$ cat src/rtl/riscv_mem_pkg.sv
// riscv_mem_pkg
// Shared constants for the memory-port arbiter:
//   - RISC-V load/store funct3 encodings carried on the f3/mem_f3 buses
//   - arbitration mode selectors for mem_port_arbiter's MODE parameter
//   - next_idx(): wrap-around successor of a channel index
package riscv_mem_pkg;

    // Load funct3 encodings
    localparam logic [2:0] F3_LB  = 3'b000;
    localparam logic [2:0] F3_LH  = 3'b001;
    localparam logic [2:0] F3_LW  = 3'b010;
    localparam logic [2:0] F3_LBU = 3'b100;
    localparam logic [2:0] F3_LHU = 3'b101;

    // Store funct3 encodings (share values with the matching loads)
    localparam logic [2:0] F3_SB  = 3'b000;
    localparam logic [2:0] F3_SH  = 3'b001;
    localparam logic [2:0] F3_SW  = 3'b010;

    // Arbitration modes
    localparam int MODE_FIXED = 0;
    localparam int MODE_RR    = 1;

    // Successor of channel k among n channels, wrapping n-1 back to 0.
    function automatic int next_idx(input int k, input int n);
        return (k == n - 1) ? 0 : k + 1;
    endfunction

endpackage

$ cat src/rtl/rr_priority_pick.sv
// rr_priority_pick
// Combinational priority search: returns a one-hot vector selecting the
// first set bit of req_i found when scanning upward from start_i, wrapping
// past the top index back to bit 0. All-zero req_i gives an all-zero result.
//
// Ports:
//   req_i    [N-1:0]      request vector
//   start_i  [IDX_W-1:0]  index where the search begins (must be < N)
//   onehot_o [N-1:0]      one-hot winner, zero when no request
module rr_priority_pick #(
    parameter int N     = 2,
    parameter int IDX_W = $clog2(N)
) (
    input  logic [N-1:0]     req_i,
    input  logic [IDX_W-1:0] start_i,
    output logic [N-1:0]     onehot_o
);

    logic [N-1:0] wrap_pick;
    logic [N-1:0] fwd_pick;
    logic         fwd_hit;

    // Two candidates are built by a descending scan so that the last write
    // leaves the lowest matching index:
    //   fwd_pick  - lowest requester at or above start_i
    //   wrap_pick - lowest requester overall (used when nothing is at or
    //               above start_i, i.e. the search wrapped around)
    always_comb begin
        wrap_pick = '0;
        fwd_pick  = '0;
        fwd_hit   = 1'b0;
        for (int i = N - 1; i >= 0; i--) begin
            if (req_i[i]) begin
                wrap_pick    = '0;
                wrap_pick[i] = 1'b1;
            end
            if (req_i[i] && (IDX_W'(i) >= start_i)) begin
                fwd_pick    = '0;
                fwd_pick[i] = 1'b1;
                fwd_hit     = 1'b1;
            end
        end
        onehot_o = fwd_hit ? fwd_pick : wrap_pick;
    end

endmodule

$ cat src/rtl/mem_port_arbiter.sv
// mem_port_arbiter
// Shares one single-ported memory between N_CH requesting channels.
// One channel is granted per cycle; its command is forwarded to the memory
// port in the same cycle, and read data returning one cycle later is tagged
// with the owning channel on rvalid/rvalid_id/rdata.
//
// Handshake (req/gnt): a channel raises req with its payload (we, f3, addr,
// wdata) and holds all of them stable until it sees gnt in the same cycle;
// the access is accepted in exactly that cycle. Dropping req before gnt
// withdraws the request with no side effects.
//
// Arbitration:
//   MODE_RR    - round-robin; search starts at rr_ptr, which moves to one past
//                the winner after every grant.
//   MODE_FIXED - channel 0 highest; a channel that has waited MAX_WAIT cycles
//                is promoted above all non-promoted channels.
//
// Ports:
//   clk, rst          clock, synchronous active-high reset
//   req/we            per-channel request and write(1)/read(0)
//   f3/addr/wdata     per-channel funct3, byte address, store data (packed)
//   gnt               one-hot grant, combinational, zero during reset
//   rvalid/_id/rdata  read return, one cycle after a granted read
//   mem_*             memory command (mem_rdata returns a cycle after mem_re)
//   dbg_rr_ptr_o      round-robin pointer
//   dbg_wait_cnt_o    per-channel wait counters, channel i at [i*CNT_W +: CNT_W]
module mem_port_arbiter
    import riscv_mem_pkg::*;
#(
    parameter  int N_CH     = 2,
    parameter  int ADDR_W   = 6,
    parameter  int DATA_W   = 32,
    parameter  int MODE     = 1,
    parameter  int MAX_WAIT = 7,
    localparam int IDX_W    = $clog2(N_CH),
    localparam int CNT_W    = $clog2(MAX_WAIT + 1)
) (
    input  logic                     clk,
    input  logic                     rst,
    input  logic [N_CH-1:0]          req,
    input  logic [N_CH-1:0]          we,
    input  logic [3*N_CH-1:0]        f3,
    input  logic [ADDR_W*N_CH-1:0]   addr,
    input  logic [DATA_W*N_CH-1:0]   wdata,
    output logic [N_CH-1:0]          gnt,
    output logic                     rvalid,
    output logic [IDX_W-1:0]         rvalid_id,
    output logic [DATA_W-1:0]        rdata,
    output logic                     mem_re,
    output logic                     mem_we,
    output logic [2:0]               mem_f3,
    output logic [ADDR_W-1:0]        mem_addr,
    output logic [DATA_W-1:0]        mem_wdata,
    input  logic [DATA_W-1:0]        mem_rdata,
    output logic [IDX_W-1:0]         dbg_rr_ptr_o,
    output logic [N_CH*CNT_W-1:0]    dbg_wait_cnt_o
);

    logic [IDX_W-1:0] rr_ptr_q, rr_ptr_d;
    logic [CNT_W-1:0] wait_cnt_q [N_CH];
    logic [CNT_W-1:0] wait_cnt_d [N_CH];
    logic             rvalid_q, rvalid_d;
    logic [IDX_W-1:0] rvalid_id_q, rvalid_id_d;

    logic [N_CH-1:0]  promoted;
    logic [N_CH-1:0]  pick_req;
    logic [IDX_W-1:0] pick_start;
    logic [N_CH-1:0]  pick_gnt;
    logic [IDX_W-1:0] gnt_idx;
    logic             gnt_any;

    // ------------------------------------------------------------------
    // Winner selection
    // ------------------------------------------------------------------
    always_comb begin
        promoted = '0;
        for (int i = 0; i < N_CH; i++) begin
            promoted[i] = req[i] && (wait_cnt_q[i] == CNT_W'(MAX_WAIT));
        end
    end

    // Fixed priority reuses the round-robin search with start 0; when any
    // channel is starved, only the starved channels enter the search.
    always_comb begin
        if (MODE == MODE_FIXED) begin
            pick_req   = (|promoted) ? promoted : req;
            pick_start = '0;
        end else begin
            pick_req   = req;
            pick_start = rr_ptr_q;
        end
    end

    rr_priority_pick #(
        .N     (N_CH),
        .IDX_W (IDX_W)
    ) u_pick (
        .req_i    (pick_req),
        .start_i  (pick_start),
        .onehot_o (pick_gnt)
    );

    // Nothing is accepted while reset is held.
    assign gnt     = rst ? '0 : pick_gnt;
    assign gnt_any = |gnt;

    // ------------------------------------------------------------------
    // Memory command mux (zero when idle)
    // ------------------------------------------------------------------
    always_comb begin
        gnt_idx   = '0;
        mem_re    = 1'b0;
        mem_we    = 1'b0;
        mem_f3    = '0;
        mem_addr  = '0;
        mem_wdata = '0;
        for (int i = 0; i < N_CH; i++) begin
            if (gnt[i]) begin
                gnt_idx   = IDX_W'(i);
                mem_re    = ~we[i];
                mem_we    = we[i];
                mem_f3    = f3[3*i +: 3];
                mem_addr  = addr[ADDR_W*i +: ADDR_W];
                mem_wdata = wdata[DATA_W*i +: DATA_W];
            end
        end
    end

    // ------------------------------------------------------------------
    // Next state
    // ------------------------------------------------------------------
    always_comb begin
        rr_ptr_d = rr_ptr_q;
        if ((MODE == MODE_RR) && gnt_any) begin
            rr_ptr_d = IDX_W'(next_idx(int'(gnt_idx), N_CH));
        end
    end

    // Wait counters only matter for fixed priority; in round-robin they
    // stay at zero.
    always_comb begin
        for (int i = 0; i < N_CH; i++) begin
            wait_cnt_d[i] = wait_cnt_q[i];
            if (MODE == MODE_FIXED) begin
                if (!req[i] || gnt[i]) begin
                    wait_cnt_d[i] = '0;
                end else if (wait_cnt_q[i] != CNT_W'(MAX_WAIT)) begin
                    wait_cnt_d[i] = wait_cnt_q[i] + 1'b1;
                end
            end
        end
    end

    assign rvalid_d    = mem_re;
    assign rvalid_id_d = gnt_idx;

    always_ff @(posedge clk) begin
        if (rst) begin
            rr_ptr_q    <= '0;
            rvalid_q    <= 1'b0;
            rvalid_id_q <= '0;
            for (int i = 0; i < N_CH; i++) begin
                wait_cnt_q[i] <= '0;
            end
        end else begin
            rr_ptr_q    <= rr_ptr_d;
            rvalid_q    <= rvalid_d;
            rvalid_id_q <= rvalid_id_d;
            for (int i = 0; i < N_CH; i++) begin
                wait_cnt_q[i] <= wait_cnt_d[i];
            end
        end
    end

    // ------------------------------------------------------------------
    // Read return
    // ------------------------------------------------------------------
    // A read accepted just before reset would surface during the reset
    // cycle; masking with rst drops it.
    assign rvalid    = rvalid_q & ~rst;
    assign rvalid_id = rvalid_id_q;
    assign rdata     = rvalid ? mem_rdata : '0;

    // ------------------------------------------------------------------
    // Debug visibility
    // ------------------------------------------------------------------
    assign dbg_rr_ptr_o = rr_ptr_q;

    always_comb begin
        dbg_wait_cnt_o = '0;
        for (int i = 0; i < N_CH; i++) begin
            dbg_wait_cnt_o[i*CNT_W +: CNT_W] = wait_cnt_q[i];
        end
    end

endmodule

$ cat config.mk
export PLATFORM = sky130hd
export DESIGN_NAME = mem_port_arbiter
export DESIGN_NICKNAME = d
export VERILOG_FILES = /design/src/rtl/riscv_mem_pkg.sv /design/src/rtl/rr_priority_pick.sv /design/src/rtl/mem_port_arbiter.sv
export SDC_FILE = /design/constraint.sdc
export NUM_CORES = 1
export LEC_CHECK = 0
export BUFFER_PORTS_ARGS = -buffer_cell sky130_fd_sc_hd__buf_4
export CAP_MARGIN = 20
export CORE_AREA = 2 2 79 81
export CTS_BUF_LIST = sky130_fd_sc_hd__clkbuf_8
export DETAILED_ROUTE_END_ITERATION = 10
export DIE_AREA = 0 0 81 83
export SYNTH_ARGS = -nofsm -noshare
export SYNTH_HDL_FRONTEND = slang
export SYNTH_SLANG_ARGS = --single-unit
$ cat constraint.sdc
create_clock -name clk -period 1.4 [get_ports clk]
set_input_delay 0.07 -clock clk [delete_from_list [all_inputs] [get_ports clk]]
set_output_delay 0.07 -clock clk [all_outputs]
set_load 0.02 [all_outputs]
; After elaboration in Yosys (flattened, before gate mapping)
; Memory sizes are Yosys's and may differ from the RTL's.
; Cells that the tools add are included.
; W data, S select, Z words.
[classes]
n_addsub = 1
n_lt_le_gt_ge = 2
n_mux = 26
bitwise = 6
reduce_logical = 3
[ops]
columns = operator, count
row1 = $mux W32, 3
row2 = $mux W2, 6
row3 = $mux W3, 4
row4 = $mux W6, 2
row5 = $mux W1, 11
row6 = $not A1 Y1, 3
row7 = $ge A1 B1 Y1 const A, 2
row8 = $logic_and A1 B1 Y1, 2
row9 = $or A1 B1 Y1, 2
row10 = $reduce_or A2 Y1, 1
row11 = $add A1 B1 Y1 const B, 1
row12 = $and A1 B1 Y1, 1
[word_totals]
register_bits = 3
mem_bits_rw = 6
input_bits = 120
output_inout_bits = 86
word_cells = 42
memories = 1
[mem_list]
columns = name, depth, word_bits, read_ports, rd_clocked_by_memory_dff, write_ports, line_no
row1 = wait_cnt_q, 2, 3, 2, 0, 2, mem_port_arbiter.sv:60  ; logic [CNT_W-1:0] wait_cnt_q [N_CH];

; Depth between registers and ports, before layout
; Gate-level depths: netlist (run 1).
[depth]
ltp_word = 9
depth_mapped = 5
mapped_depth_nobuf = 3

; By module
; A second synthesis (run 1) with hierarchy kept.
[hier_totals]
cells_unflattened = 205
area_unflattened_um2 = 1234.9
[modules_own_cells]
columns = module, instances, cells_each, area_per_inst_um2, seq_area_each_um2
row1 = mem_port_arbiter, 1, 202, 1216.2, 60.1
row2 = rr_priority_pick, 1, 3, 18.8, 0.0

; Worst setup path before layout (run 1)
; No wires, ideal clock.
[synth_timing]
kind = flip-flop to output port
startpoint = reg rr_ptr_q, in the netlist dbg_rr_ptr_o
endpoint = out mem_re
arrival_time_ns = 1.413
t_required_ns = 1.330
slack_ns = -0.083
stages_incl_launch_ff = 5
path_buffers = 1
path_cell_list = dfxtp_1 -> nand2b_1 -> buf_6 -> nand2_2 -> o31ai_1
[synth_between]
elab_chain_cells = 8
[synth_lines]
columns = item, line_no
row1 = "start, declared", mem_port_arbiter.sv:59  ; logic [IDX_W-1:0] rr_ptr_q, rr_ptr_d;
row2 = "start signal, assigned", mem_port_arbiter.sv:166  ; rr_ptr_q <= rr_ptr_d;
row3 = $ge A1 B1 Y1, rr_priority_pick.sv:37  ; if (req_i[i] && (IDX_W'(i) >= start_i)) begin
row4 = $logic_and A1 B1 Y1, rr_priority_pick.sv:37
row5 = $mux W1 (2 in a row), rr_priority_pick.sv:37
row6 = $mux W2 *, rr_priority_pick.sv:43  ; onehot_o = fwd_hit ? fwd_pick : wrap_pick;
row7 = $mux W2 *, mem_port_arbiter.sv:104  ; assign gnt = rst ? '0 : pick_gnt;
row8 = $mux W1, mem_port_arbiter.sv:118  ; if (gnt[i]) begin
row9 = $mux W1 *, mem_port_arbiter.sv:118
row10 = "end, declared", mem_port_arbiter.sv:49  ; output logic mem_re,
; Every way passes the cells marked *; elsewhere a longest branch is shown, timed or not.

; Worst setup path in the final report (run 1)
[layout_timing]
startpoint = reg rr_ptr_q, in the netlist dbg_rr_ptr_o
endpoint = out mem_addr[2]
[layout_between]
elab_chain_cells = 8
[layout_lines]
columns = item, line_no
row1 = $ge A1 B1 Y1, rr_priority_pick.sv:37
row2 = $logic_and A1 B1 Y1, rr_priority_pick.sv:37
row3 = $mux W1 (2 in a row), rr_priority_pick.sv:37
row4 = $mux W2 *, rr_priority_pick.sv:43
row5 = $mux W2 *, mem_port_arbiter.sv:104
row6 = $mux W6, mem_port_arbiter.sv:118
row7 = $mux W6 *, mem_port_arbiter.sv:118
row8 = "end, declared", mem_port_arbiter.sv:52  ; output logic [ADDR_W-1:0] mem_addr,
; Marks and branches as above.

==> results of run 1 <==
## layer usage
metal  global-route usage  routed length [microns]  vias to the layer above
met5                    0                        0                        -
met2               0.2727                     2912                      107
li1                     -                        -                      957
met1               0.1906                     2205                      860
met4              0.05085                      128                        0
met3              0.03804                      573                       10
## area by class of cell
class / instances / area, sq um / area share
sequential: 3 / 61.31 / 0.02306
multi-input combinational: 135 / 855.8 / 0.3219
clock inverter: 1 / 3.754 / 0.001412
clock buffer: 3 / 41.29 / 0.01553
timing repair buffer: 207 / 1603 / 0.6028
tap: 75 / 93.84 / 0.03529
## worst paths after layout
| path | startpoint | cells past startpoint | slack [ps] | to |
|---|---|---|---|---|
| setup / recovery | dbg_rr_ptr_o$_SDFFE_PP0P_ | 5 | 20 | mem_addr[2] |
| hold / removal | we[1] | 2 | 80 | rvalid_q$_SDFF_PP0_ |
| setup reg to reg | dbg_rr_ptr_o$_SDFFE_PP0P_ | 4 | 420 | rvalid_q$_SDFF_PP0_ |
| hold reg to reg | dbg_rr_ptr_o$_SDFFE_PP0P_ | 1 | 500 | dbg_rr_ptr_o$_SDFFE_PP0P_ |
## flip-flops by register name, summed over array words and instances, names as in the netlist
signal / count
rvalid_q: 1
rvalid_id: 1
dbg_rr_ptr_o: 1
## synth_stat cells (2+ instances only)
| master | number | area share |
|---|---|---|
| o31ai_1 | 2 | 0.014 |
| buf_6 | 10 | 0.10 |
| nor2b_1 | 2 | 0.011 |
| dfxtp_1 | 3 | 0.055 |
| nor2_1 | 46 | 0.16 |
| buf_2 | 7 | 0.032 |
| buf_4 | 7 | 0.048 |
| clkbuf_1 | 5 | 0.017 |
| a32oi_1 | 42 | 0.34 |
| and2_1 | 32 | 0.18 |
## cell families (layout without fill, tap and decap cells)
| family | after synthesis | count (layout) | share of synthesized area |
|---|---|---|---|
| flops | 3 | 3 | 0.05492 |
| simple gates | 83 | 83 | 0.3673 |
| other cells | 1 | 6 | 0.003429 |
| compound gates | 46 | 46 | 0.3741 |
| buf+inv | 29 | 211 | 0.2002 |
## layout by cell type (no fill, tap or decap), types with 2 or more instances in the layout
master,count
buf_4,202
nor2_1,46
a32oi_1,41
and2_1,32
conb_1,6
clkbuf_8,3
buf_12,3
nor2b_1,2
nand2_2,2
dfxtp_1,2
## timing repair
item / 4_1_cts / 5_1_grt
endpoints found under the setup margin: 43 / 43
pin swaps: 0 / 1
gates resized for setup: 9 / 2
## where the power goes
| group | internal (mW) | total (mW) | switching, mW |
|---|---|---|---|
| clock network | 0.186 | 0.241 | 0.0541 |
| registers | 0.0925 | 0.0971 | 0.00454 |
| logic | 0.465 | 0.881 | 0.416 |
## through the flow
step,hold WS [ps],area (sq um),total power [mW],utilization
2_1_floorplan,171.1,1117,0.5315,-
6_report,78.24,2659,1.218,0.4572
5_1_grt,84.67,2659,1.302,0.4572
3_5_place_dp,290.9,2571,0.9637,0.4421
4_1_cts,77.08,2653,1.230,0.4561
3_3_place_gp,286.3,2571,0.9581,0.4421
==> key figures, run 1 <==
Floorplan
  • Site row count: 28
  • Core region area: 0.005816 sq mm
  • Die extent in x: 81 microns
  • Starting density of the core: 0.1880
  • Die area: 0.006723 sq mm
  • Chip height: 83 microns
  • I/O pin count: 206

Yosys
  • Post-synth EDFFs: 0
  • Mapped cell area: 0.001094 sq mm
  • Avg Cell Area, Syn: 6.750 sq um
  • Synth warn: 0
  • Synth Flop Type: dfxtp_1
  • FFs w/ async S/R, synth: 0
  • Yosys cell types: 16
  • Post-Synthesis Cells: 162
  • #FFs+latches synth: 3
  • Seq/Total Area, Yosys: 0.05492

Setup path
  • Critical Path RT: 1330 ps
  • CP max-delay cell: dfxtp_2
  • Worst path bufs/invs: 2
  • Top delay family on crit path: flip-flops
  • CP startpoint kind: flop
  • CP max stage delay: 340 ps
  • CP Max Fanout: 18
  • Crit end category: output port
  • CP cell instances: nand2b_4 > buf_12 > a32oi_2 > nor2_1 > buf_4
  • CP arrival: 1310 ps
  • Setup CP Type: flop to output port

Clock tree
  • Hold Buf Count CTS: 0
  • Setup Buffers After CTS: 0
  • TritonCTS buffer count: 3
  • TritonCTS clock tree: built
  • Reg clk slew, reported paths: 30 ps
  • Clock Tree Root: clkbuf_8
  • CTS max path bufs: 2
  • CTS sink count: 3
  • H-Tree Depth: 1
  • Worst skew pair latency: roughly 210 ps

Placed design
  • Dpl ws: 54.22 ps
  • # port buffers: roughly 200
  • Inst Count DP: 420
  • Post-DP HPWL: 4.698 mm
  • Final GP Congestion: 0.7733

STA
  • RSZ-0062 raised after global routing: true
  • Clock Skew: 0.4811 ps
  • Worst Slack Setup Final: 15.64 ps
  • Fmax: 0.7224 GHz
  • Pins Over Slew Limit: 0
  • Period utilization: 0.9888
  • # setup viols final: 0
  • Fin Setup TNS: 0 ps
  • Crit path time final: 1384 ps
  • Final Hold Viols: 0

Global routing
  • Vias in the first global route: 1800
  • Gr usage total: 0.1588
  • Grt total ovfl: 0
  • Initial antenna violation count: 0
  • Largest net degree at the start of global routing: 43
  • First-pass GRT wire length: just under 9 mm

Power
  • Pwr/cell area: 458.2 mW/mm^2
  • Leakage: 1.396 nW
  • Peak supply drop: roughly 0.36 mV

Cells and area
  • Nets@finish: 470
  • Final std cells w/o fill: 424
  • Fill cells: roughly 620
  • Share of cells above drive strength 1: 0.6218
  • Antenna cells: 0
  • Layout area overhead: 143.1%

Routing
  • Router iterations before antenna repair: 4
  • Final antenna-violating net count: 0
  • Via-to-Cell Ratio: 4.561
  • DRT iter0 DRCs: 62
  • Routed wire length per instance: roughly 14 microns
  • DRC errors left: 0
  • Via count: roughly 1900
  • DRT Wirelength: around 5.8 mm

Outcome
  • Status: complete, no violations

Hold path
  • Hold Path Class: primary input to flop

Job
  • Max Cap Viol: 0
(Power assumes the default switching activity.)
==> run 2: changes to the inputs <==
PLACE_DENSITY = 0.63   (was unset)
==> run 2 against run 1 <==
Compared with the run above: maximum frequency decreased by 2.3%; the run now ends with negative setup slack left; via count rose by 2.2%; highest routed layer unchanged; sequential power about the same; clock-buffer cell count unchanged; power rose by 2.0%; wire length shrank 0.53%; critical endpoint is now mem_wdata[31]; worst hold slack worse by 9.8 ps; clock power increased by 2%.
==> key figures, run 2 (synthesized netlist as in run 1, its figures left out) <==
Global routing
  • Largest net degree at the start of global routing: 34
  • Vias in the first global route: 1827
  • Initial antenna violation count: 0
  • GRT met3 Usage: 0.04022
  • First-pass GRT wire length: 8.431 mm
  • Gr busiest metal: met2
  • Routing usage on met2: 0.2983
  • Gr usage total: 0.1517
  • Grt total ovfl: 0
  • GRT met1 Usage: 0.1558

STA
  • Period utilization: 1.012
  • RSZ-0062 raised after global routing: true
  • Pins Over Slew Limit: 0
  • Hold_ws: 68.44 ps
  • Crit path time final: 1416 ps
  • Fmax: 0.7060 GHz
  • Final Hold Viols: 0
  • Fin Setup TNS: -49.57 ps
  • # setup viols final: 6
  • Worst Slack Setup Final: -16.44 ps
  • Clock Skew: 0.3167 ps

Routing
  • DRT iter0 DRCs: 33
  • Routed wire length per instance: 13.58 microns
  • Via-to-Cell Ratio: 4.641
  • Final antenna-violating net count: 0
  • DRT Wirelength: 5.787 mm
  • DRC errors left: 0
  • Via count: slightly below 2000
  • Router iterations before antenna repair: 4

Placed design
  • Post-DP HPWL: 4.543 mm
  • Area of placed instances: 0.002579 sq mm
  • # port buffers: between 150 and 200
  • Final GP Congestion: 0.7294

Cells and area
  • Share of cells above drive strength 1: 0.6325
  • Layout area overhead: 147.3%
  • Leading cell type in the layout, fill and taps excluded: buf_4
  • Commonest non-fill, non-tap cells in the layout: 204 x buf_4, 46 x nor2_1, 37 x a32oi_1
  • Antenna cells: 0
  • Nets@finish: 472
  • Design area: 0.002704 sq mm
  • Final Util: 0.4649

Hold path
  • Hold Path Class: primary input to flop

Floorplan
  • Chip height: 83 microns
  • Starting density of the core: 0.1880
  • Die extent in x: roughly 81 microns
  • I/O pin count: 206
  • Die area: 0.006723 sq mm
  • Core region area: between 0.005 and 0.006 sq mm
  • Site row count: 28

Outcome
  • Status: finished, violations left
  • Failing checks: negative setup slack

Job
  • Max Cap Viol: 0

Clock tree
  • Hold Buf Count CTS: 0
  • TritonCTS clock tree: built
  • Reg clk slew, reported paths: roughly 30 ps
  • Clock Tree Root: clkbuf_8
  • CTS max path bufs: 2
  • TritonCTS buffer count: 3
  • H-Tree Depth: 1
  • CTS sink count: 3
  • Worst skew pair latency: 220 ps

Power
  • Peak supply drop: around 0.29 mV
  • Pwr/cell area: 459.7 mW/mm^2
  • Power, Total: 1.243 mW
  • Leakage: 1.413 nW

Setup path
  • Critical Path RT: between 1000 and 1500 ps
  • CP Max Fanout: 23
  • Crit end category: output port
  • CP startpoint kind: flop
  • CP arrival: 1350 ps
  • Setup CP Type: flop to output port
run 2: cell types whose count changed in the layout (fill, tap and decap cells not counted):
| cell | delta |
|---|---|
| buf_4 | +2 |
| nand2_1 | +1 |
| dfxtp_4 | +1 |
| dfxtp_2 | -1 |
| nand2_2 | -1 |
| a32oi_1 | -4 |
| a32oi_2 | +4 |
run 2: final timing paths:
path,startpoint,to,slack (ps),cells past startpoint
worst max-delay path,dbg_rr_ptr_o$_SDFFE_PP0P_,mem_wdata[31],-20,5
worst min-delay path,we[1],rvalid_q$_SDFF_PP0_,70,2
worst max register to register,dbg_rr_ptr_o$_SDFFE_PP0P_,rvalid_q$_SDFF_PP0_,370,4
worst min register to register,dbg_rr_ptr_o$_SDFFE_PP0P_,dbg_rr_ptr_o$_SDFFE_PP0P_,480,1
run 2: worst max-delay path, cell delays in order, from the launching register on:
cell and delay (ps):
dfxtp_4 350, nand2b_4 170, buf_12 160, a32oi_2 210
nor2_1 70, buf_4 160
run 2: what timing repair did:
| item | 4_1_cts | 5_1_grt |
|---|---|---|
| pin swaps | 0 | 6 |
| endpoints found under the hold margin | 0 | 0 |
| setup endpoints to repair | 44 | 43 |
| buffers inserted | 0 | 0 |
| gates cloned | 1 | 0 |
| gates resized for setup | 7 | 8 |
run 2: cell type report:
| cell class | count | area (sq um) |
|---|---|---|
| fillers | 587 | 3112 |
| clock inverters | 1 | 3.754 |
| multi-input cells | 135 | 883.3 |
| clock buffers | 3 | 41.29 |
| repair buffers | 209 | 1618 |
| flip-flops and latches | 3 | 63.81 |
| well taps | 75 | 93.84 |
run 2: routing by layer:
metal,up-vias,wire (microns)
li1,963,-
met1,885,1974
met2,127,3067
met3,2,730
met4,0,14
met5,-,0
run 2: metrics by stage:
stage | setup WS, ps | std cells
2_1_floorplan | 27.33 | 167
3_3_place_gp | 85.71 | 421
3_5_place_dp | 35.64 | 421
4_1_cts | -17.76 | 426
5_1_grt | -79.87 | 426
6_report | -16.44 | 426
run 2: power breakdown:
group	internal, mW	leakage (nW)	switching, mW
logic	0.476	1.36	0.424
clock network	0.187	0.0269	0.0598
registers	0.0919	0.0254	0.00503
==> run 3: changes to the inputs <==
MAX_ROUTING_LAYER = met4   (was unset)
PLACE_DENSITY = 0.65   (was 0.63)
clock period = 1.2 ns   (was 1.4 ns; I/O delays follow)
==> run 3 against run 2 <==
Compared with the run above: the flow still finishes with violations (negative setup slack); clock power grew 15%; global-route usage grew 2.6 points; combinational power grew 36%; worst hold slack lost 8.0 ps; largest cell class unchanged.
==> key figures, run 3 (synthesized netlist as in run 1, its figures left out) <==
Floorplan
  • Starting density of the core: 0.1880
  • Die area: 0.006723 sq mm
  • Core region area: slightly below 0.006 sq mm
  • I/O pin count: 206
  • Die extent in x: 81 microns
  • Chip height: 83 microns
  • Site row count: 28

Routing
  • Final antenna-violating net count: 0
  • Router iterations before antenna repair: 7
  • Via-to-Cell Ratio: 4.690
  • DRT Wirelength: 6.367 mm
  • DRC errors left: 0
  • Routed wire length per instance: 14.84 microns
  • DRT iter0 DRCs: 39
  • Via count: 2012

STA
  • Max_slew headroom: 0.6518
  • Clock Skew: 0.7478 ps
  • Worst slew pin tran: approximately 520 ps
  • RSZ-0062 raised after global routing: true
  • Crit path time final: between 1000 and 1500 ps
  • Pins Over Slew Limit: 0
  • # setup viols final: between 70 and 80
  • Period utilization: 1.164
  • Final Hold Viols: 0
  • Hold_ws: approximately 60 ps
  • Worst Slack Setup Final: -197.0 ps
  • Fmax: about 0.72 GHz

Cells and area
  • Nets@finish: 475
  • Antenna cells: 0
  • Layout area overhead: 189.5%
  • Area of the multi-input gates: 0.001132 sq mm
  • Leading cell type in the layout, fill and taps excluded: buf_4
  • Reg area: ~63 sq um
  • Commonest non-fill, non-tap cells in the layout: 166 x buf_4, 41 x nor2_2, 40 x buf_6
  • Share of cells above drive strength 1: 0.8531
  • Fill cells: 534

Setup path
  • CP Max Fanout: 26
  • Reg2reg setup slack: 150 ps
  • Crit end category: output port
  • CP max-delay cell: dfxtp_2
  • Worst path bufs/invs: 2
  • Setup CP Type: flop to output port
  • CP startpoint kind: flop
  • Top delay family on crit path: flip-flops
  • CP max stage delay: ~330 ps
  • CP cell instances: nand2b_4 > buf_12 > a32oi_1 > nor2_2 > buf_4
  • Critical Path RT: 1140 ps
  • CP arrival: 1340 ps

Clock tree
  • Reg clk slew, reported paths: 30 ps
  • Worst skew pair latency: 220 ps
  • Clock Tree Root: clkbuf_8
  • CTS sink count: 3
  • TritonCTS clock tree: built
  • Hold Buf Count CTS: 0
  • CTS max path bufs: 2
  • TritonCTS buffer count: 3
  • H-Tree Depth: 1

Global routing
  • Grt total ovfl: 0
  • Gr usage total: 0.1776
  • Initial antenna violation count: 0
  • Vias in the first global route: 1933
  • First-pass GRT wire length: about 9.6 mm
  • Largest net degree at the start of global routing: 35

Power
  • Pwr/cell area: 510.5 mW/mm^2
  • Peak supply drop: approximately 0.56 mV
  • Leakage: 1.523 nW

Placed design
  • Dpl ws: -80.99 ps
  • Post-DP HPWL: 4.715 mm
  • # port buffers: approximately 200
  • Final GP Congestion: 0.7808

Job
  • Max Cap Viol: 0

Hold path
  • Hold Path Class: primary input to flop

Outcome
  • Status: finished, violations left
  • Failing checks: negative setup slack
run 3: changes by cell type in the layout (fill, tap and decap cells not counted), moves of 8 or more:
| cell | delta |
|---|---|
| nor2_1 | -41 |
| nor2_2 | +41 |
| buf_6 | +39 |
| buf_4 | -38 |
| and2_1 | -25 |
| and2_4 | +25 |
| a32oi_1 | -8 |
| a32oi_2 | +8 |
run 3: worst paths after layout:
path | start | end | cells after the start
hold / removal | we[1] | rvalid_q$_SDFF_PP0_ | 2
setup reg to reg | dbg_rr_ptr_o$_SDFFE_PP0P_ | rvalid_q$_SDFF_PP0_ | 4
setup / recovery | dbg_rr_ptr_o$_SDFFE_PP0P_ | mem_wdata[6] | 5
hold reg to reg | dbg_rr_ptr_o$_SDFFE_PP0P_ | dbg_rr_ptr_o$_SDFFE_PP0P_ | 2
run 3: layer usage:
metal | wire [microns] | vias up | global-route usage
li1 | - | 968 | -
met1 | 2339 | 939 | 0.2097
met2 | 3454 | 99 | 0.3140
met3 | 504 | 6 | 0.03152
met4 | 69 | 0 | 0.02928
met5 | 0 | - | -
run 3: power by group:
group	leakage [nW]	internal (mW)	switching [mW]
registers	0.0255	0.108	0.00504
logic	1.47	0.643	0.575
clock network	0.0269	0.218	0.0676
total	1.52	0.969	0.647
run 3: final cells by class:
class / instances / area share
repair buffers: 212 / 0.5787
well taps: 75 / 0.02964
clock inverters: 1 / 0.001186
flip-flops and latches: 3 / 0.01976
clock buffers: 3 / 0.01304
multi-input cells: 135 / 0.3577
run 3: stage by stage:
step / utilization / setup TNS (ps) / power [mW] / cell area [sq um] / std cells
4_1_cts: 0.5207 / -8712 / 1.574 / 3028 / 429
3_3_place_gp: 0.4658 / -477.1 / 1.185 / 2709 / 422
6_report: 0.5443 / -8937 / 1.616 / 3166 / 429
5_1_grt: 0.5443 / -12740 / 1.713 / 3166 / 429
3_5_place_dp: 0.4658 / -791.0 / 1.193 / 2709 / 422
2_1_floorplan: - / 0 / 0.6705 / 1227 / 167
run 3: timing repair:
action | 4_1_cts | 5_1_grt
endpoints found under the setup margin | 77 | 78
pin swaps | 16 | 6
endpoints found under the hold margin | 0 | 0
gates cloned | 2 | 0
gates resized for setup | 55 | 32
setup buffers | 1 | 0
